<file path="src/rtl/ieee754_pkg.sv">
// ieee754_pkg: shared single-precision field widths, NaN/zero helpers and the argmax FSM state type.
package ieee754_pkg;

   localparam int FP_W  = 32;
   localparam int EXP_W = 8;
   localparam int MAN_W = 23;

   localparam logic [EXP_W-1:0] EXP_NAN = 8'hFF;

   typedef enum logic [1:0] {IDLE, RUN, DONE} state_t;

   function automatic logic is_nan(input logic [FP_W-1:0] x);
      return x[FP_W-2 -: EXP_W] == EXP_NAN && x[MAN_W-1:0] != '0;
   endfunction

   // Both signed zeros have an all-zero magnitude field.
   function automatic logic is_zero(input logic [FP_W-1:0] x);
      return x[FP_W-2:0] == '0;
   endfunction

endpackage

</file>
<file path="src/rtl/ieee754_compare.sv">
// ieee754_compare: raw sign-magnitude greater-than of two single-precision words; NaN and signed zero are not special-cased here.
module ieee754_compare
   import ieee754_pkg::*;
(
   input  logic [FP_W-1:0] a,
   input  logic [FP_W-1:0] b,
   output logic            gt
);

   logic mag_gt;
   logic mag_lt;

   assign mag_gt = a[FP_W-2:0] > b[FP_W-2:0];
   assign mag_lt = a[FP_W-2:0] < b[FP_W-2:0];

   // Differing signs: a wins only when it is the positive one; both negative reverses magnitude order.
   assign gt = a[FP_W-1] != b[FP_W-1] ? b[FP_W-1] : a[FP_W-1] ? mag_lt : mag_gt;

endmodule

</file>
<file path="src/rtl/ieee754_argmax.sv">
// ieee754_argmax: streams N single-precision elements and reports the largest value and its first arrival index.
module ieee754_argmax
   import ieee754_pkg::*;
#(
   parameter int N     = 10,
   parameter int IDX_W = 4
) (
   input  logic             clk,
   input  logic             rst,
   input  logic             start,
   input  logic             in_valid,
   input  logic [FP_W-1:0]  in_data,
   output logic             in_ready,
   output logic             busy,
   output logic             out_valid,
   output logic [FP_W-1:0]  max_value,
   output logic [IDX_W-1:0] max_index
);

   localparam logic [IDX_W-1:0] last_idx = IDX_W'(N - 1);

   state_t           state;
   state_t           state_nxt;
   logic [IDX_W-1:0] cnt;
   logic             accept;
   logic             at_last;
   logic             gt;
   logic             replace;

   ieee754_compare u_cmp (
      .a  (in_data),
      .b  (max_value),
      .gt (gt)
   );

   assign accept  = in_valid && state == RUN;
   assign at_last = cnt == last_idx;

   // A NaN held from slot 0 yields to any real number; a NaN never displaces anything; +0 and -0 tie.
   assign replace = cnt == '0 ||
                    (!is_nan(in_data) && !(is_zero(in_data) && is_zero(max_value)) &&
                     (gt || is_nan(max_value)));

   always_comb begin
      state_nxt = state == IDLE ? (start ? RUN : IDLE)
                : state == RUN  ? (accept && at_last ? DONE : RUN)
                : IDLE;
      in_ready  = state == RUN;
      busy      = state != IDLE;
      out_valid = state == DONE;
   end

   always_ff @(posedge clk) begin
      if (rst) begin
         state     <= IDLE;
         cnt       <= '0;
         max_value <= '0;
         max_index <= '0;
      end else begin
         state <= state_nxt;
         if (state == IDLE && start)
            cnt <= '0;
         else if (accept && !at_last)
            cnt <= cnt + 1'b1;
         if (accept && replace) begin
            max_value <= in_data;
            max_index <= cnt;
         end
      end
   end

endmodule

</file>
<file path="config.mk">
export PLATFORM = sky130hd
export DESIGN_NAME = ieee754_argmax
export DESIGN_NICKNAME = d
export VERILOG_FILES = /design/src/rtl/ieee754_pkg.sv /design/src/rtl/ieee754_compare.sv /design/src/rtl/ieee754_argmax.sv
export SDC_FILE = /design/constraint.sdc
export NUM_CORES = 1
export LEC_CHECK = 0
export CORE_MARGIN = 10
export CORE_UTILIZATION = 54
export CTS_CLUSTER_SIZE = 24
export DETAILED_ROUTE_END_ITERATION = 10
export PLACE_DENSITY = 0.95
export SYNTH_ARGS = -nofsm -noshare
export SYNTH_HDL_FRONTEND = slang
export SYNTH_HIERARCHICAL = 1
export SYNTH_SLANG_ARGS = --single-unit
export TNS_END_PERCENT = 1
</file>
<file path="constraint.sdc">
create_clock -name clk -period 5.83 [get_ports clk]
set_input_delay 1.166 -clock clk [delete_from_list [all_inputs] [get_ports clk]]
set_output_delay 1.166 -clock clk [all_outputs]
set_load 0.1 [all_outputs]
</file>
==> summary.md <==
| Metric | Value |
|---|---|
| Async SR Flop Fraction | 0% |
| Worst Hold Class | reg -> reg |
| Post-Syn Instances | 337 |
| Min setup slack post-route | 1.163 ns |
| Worst-path cell chain | clkdlybuf4s50_1 > ha_1 > nand4_1 > nor4_1 > nand2_1 > a21oi_1 > a21oi_1 > o22ai_1 > or2_2 > o21ai_0 > a211oi_4 > buf_4 > mux2i_1 |
| Global-route wire length before repair | 13.12 mm |
| Crit end category | register |
| Crit path depth | 13 |
| DRT met1 WL | 3.455 mm |
| GRT Total Usage | 18.03% |
| Yosys Warn Count | 6 |
| Dpl hpwl | 6.056 mm |
| WHS Endpoint | max_index[0] |
| Syn Nets | 407 |
| Remaining antenna violation count | 0 |
| Clk buf depth | 2 |
| Synth unique cells | 42 |
| Placement Setup Slack | 0.9413 ns |
| Slew HR | 33.50% |
| Critical Path Source Type | input port |
| Clock latency on the worst-skew pair | 0.31 ns |
| Skew final | 0.01180 ns |
| Core Area | 5238 um^2 |
| Max Used Layer | met4 |
| 1st-iter DRT viols | 181 |
| Detailed Routing Iterations Pass 1 | 4 |
| Post-DR vias/cell | 5.616 |
| Final period utilization | 80.05% |
| Slew Viols, Final | 0 |
| RSZ-0062 raised after global routing | false |
| Starting Density | 56.86% |
| Count leader, synth | nand2b_1 |
| Final Instance Area | 3841 um^2 |
| Die area | 8885 um^2 |
| Total negative slack | 0 ns |
| Yosys top cell area share | 28.24% |
| Final setup viols | 0 |
| CP top delay family | compound AO/OA/AOI/OAI gates |
| Reg power frac | 40.5% |
| Hold path startpoint | max_index[0] |
| Via count | 2690 |
| Clk root buf | clkbuf_8 |
| Reg-to-reg slack, setup | 2.04 ns |
| Synth area leaders | dfxtp_1 28%, nand2b_1 15%, ha_1 14% |
| Worst vdd ir | 0.0001389 V |
| Final Hold Vio Count | 0 |
| Die Span X | 94.26 um |
| Layout cells sized above 1 | 4.645% |
| Psw | 0.2842 mW |
| Kind of critical path | in -> reg |
| I/O pin total | 75 |
| Drt drc | 0 |
| Final Wtd Congestion | 0.9270 |
| CP max stage cell | a211oi_4 |
| Number of synthesized flops with an enable pin | 0 |
| Setup bufs post-CTS | 0 |
| WP buf/inv | 2 |
| # rows | 26 |
| Pint | 0.4877 mW |
| Status | finished, final reports clean |
| Yosys reg bits | 42 |
| Overflow after GRT | 0 |
| Die Span Y | 94.26 um |
| Number of global-route vias before repair | 2781 |
| Largest net degree at the start of global routing | 76 |
| CTS Buf Count | 5 |
| Hold depth | 2 |
| Crit path time final | 4.667 ns |
| Largest stage delay on the critical path | 0.64 ns |
| Tot Pwr | 0.7719 mW |
| Most used cell, CP | a21oi_1 |
| Clock share of power | 26.2% |
| CP Max Fanout | 25 |
| CP Data Arrival Time | 4.90 ns |
| Fmax | 0.2143 GHz |
| CTS Hold Bufs | 0 |
| Synth Cell Area | 2978 um^2 |
| Comb pwr share | 33.2% |
| Antenna Cells | 0 |
| PD cells | 201.0 nW/um^2 |
| Nets@finish | 478 |
| Initial antenna violation count | 0 |
| Switching Share | 36.82% |
| TritonCTS clock tree | built |
| Leak | 1.366 nW |
| Tightest Pin Transition | 0.9944 ns |
| FF-to-FF End | max_value[11] |
| Worst Setup SP | in_data[29] |
| Final WL | 8.039 mm |
| Max_cap viols | 0 |
| CTS resizes | 0 |
| Most common library cells after synthesis | 70 x nand2b_1, 42 x dfxtp_1, 36 x mux2i_1 |
| Routed wl met3 | 433 um |
| Clock slew at reported path FFs | 0.09 ns |
| WL met2 | 4.036 mm |
| Reg2Reg Depth | 13 |
| Synthesis-to-layout area growth | 28.99% |
| WL per Instance | 16.78 um |
| RR Startpoint | max_value[29] |
| H-tree depth | 2 |
| Mapped Avg Cell Area | 8.836 um^2 |
| Port buffer count | 74 |
| Fillers | 361 |
| CP required | 6.06 ns |
| CTS Sinks | 42 |
| Most common flop cell mapped by yosys | dfxtp_1 |
| Biggest area consumer among synthesized cells | dfxtp_1 |
| Post-synthesis sequential area ratio | 28.24% |
| Placement-stage cell area | 3746 um^2 |
==> sequential cells by signal, summed over array words and instances (netlist names) <==
signal / flops
max_index: 4
state: 2
max_value: 32
cnt: 4
==> cells by family (layout without fill, tap and decap cells) <==
family                   after synthesis  after routing  synth area share (%)
AO/OA/AOI/OAI                         34             34                 8.025
XOR/XNOR                               2              2                0.5883
adder cells (fa/ha/maj)               34             34                 14.29
buffers and inverters                 46            118                 7.227
flip-flops                            42             42                 28.24
multiplexers                          36             36                 12.10
AND/OR/NAND/NOR                      143            143                 29.54
==> final cells by class <==
cell class,count,area (um^2),area share [%]
clock inverters,2,12.51,0.3257
multi-input cells,249,1934,50.36
clock buffers,6,82.58,2.150
flip-flops and latches,42,840.8,21.89
repair buffers,76,755.7,19.67
well taps,70,87.58,2.280
inverters,34,127.6,3.322
==> through the flow <==
step,hold WS [ns],std cells,util [%]
2_1_floorplan,0.4547,337,-
3_3_place_gp,0.4643,471,71.52
3_5_place_dp,0.4721,471,71.52
4_1_cts,0.4850,479,73.34
5_1_grt,0.5055,479,73.34
6_report,0.4798,479,73.34
==> layout by cell type (no fill, tap or decap), types with 2 or more instances in the layout <==
cell / synthesis / routed
a21oi_1: 14 / 14
nor3_1: 4 / 4
nand4_1: 10 / 10
or2b_1: 2 / 2
mux2i_1: 36 / 36
o21a_1: 2 / 2
nand2b_1: 70 / 70
clkdlybuf4s50_1: 0 / 74
nor3b_1: 2 / 2
a21o_1: 2 / 2
inv_1: 34 / 34
and2_1: 2 / 2
nand2_1: 14 / 14
nor2b_1: 2 / 2
dfxtp_1: 42 / 42
buf_4: 0 / 2
nand3_1: 3 / 3
nor2_1: 9 / 9
nor4_1: 13 / 13
o21ai_0: 4 / 4
a221oi_1: 2 / 2
nand4b_1: 2 / 2
clkbuf_8: 0 / 6
nor4_2: 2 / 2
o22ai_1: 2 / 2
ha_1: 34 / 34
nand3b_1: 3 / 3
==> power by group through the flow <==
stage / registers, mW / clock network, mW / logic [mW]
global placement: 0.319 / 0 / 0.246
CTS: 0.313 / 0.205 / 0.256
finish: 0.313 / 0.203 / 0.257
global route: 0.315 / 0.219 / 0.273
floorplan: 0.392 / 0 / 0.103
detailed placement: 0.319 / 0 / 0.254
==> worst min-delay path, delay by kind of cell (launching register included) <==
family,cells,cell delay [ns]
flops,1,0.32
simple gates,1,0.06
mux,1,0.06
==> metal layers <==
metal,up-vias,track usage (%)
met5,-,0
met3,12,4.556
met1,1299,20.64
li1,1304,-
met4,0,6.076
met2,75,31.58
==> worst max path at each step <==
stage	slack, ns	end
final	1.16	max_value[11]
after global routing	0.94	max_value[11]
after CTS	1.19	max_value[11]
after detailed placement	0.94	max_value[20]
after global placement	1.0	max_value[20]
after floorplan	2.26	max_value[24]
(Power assumes the default switching activity.)
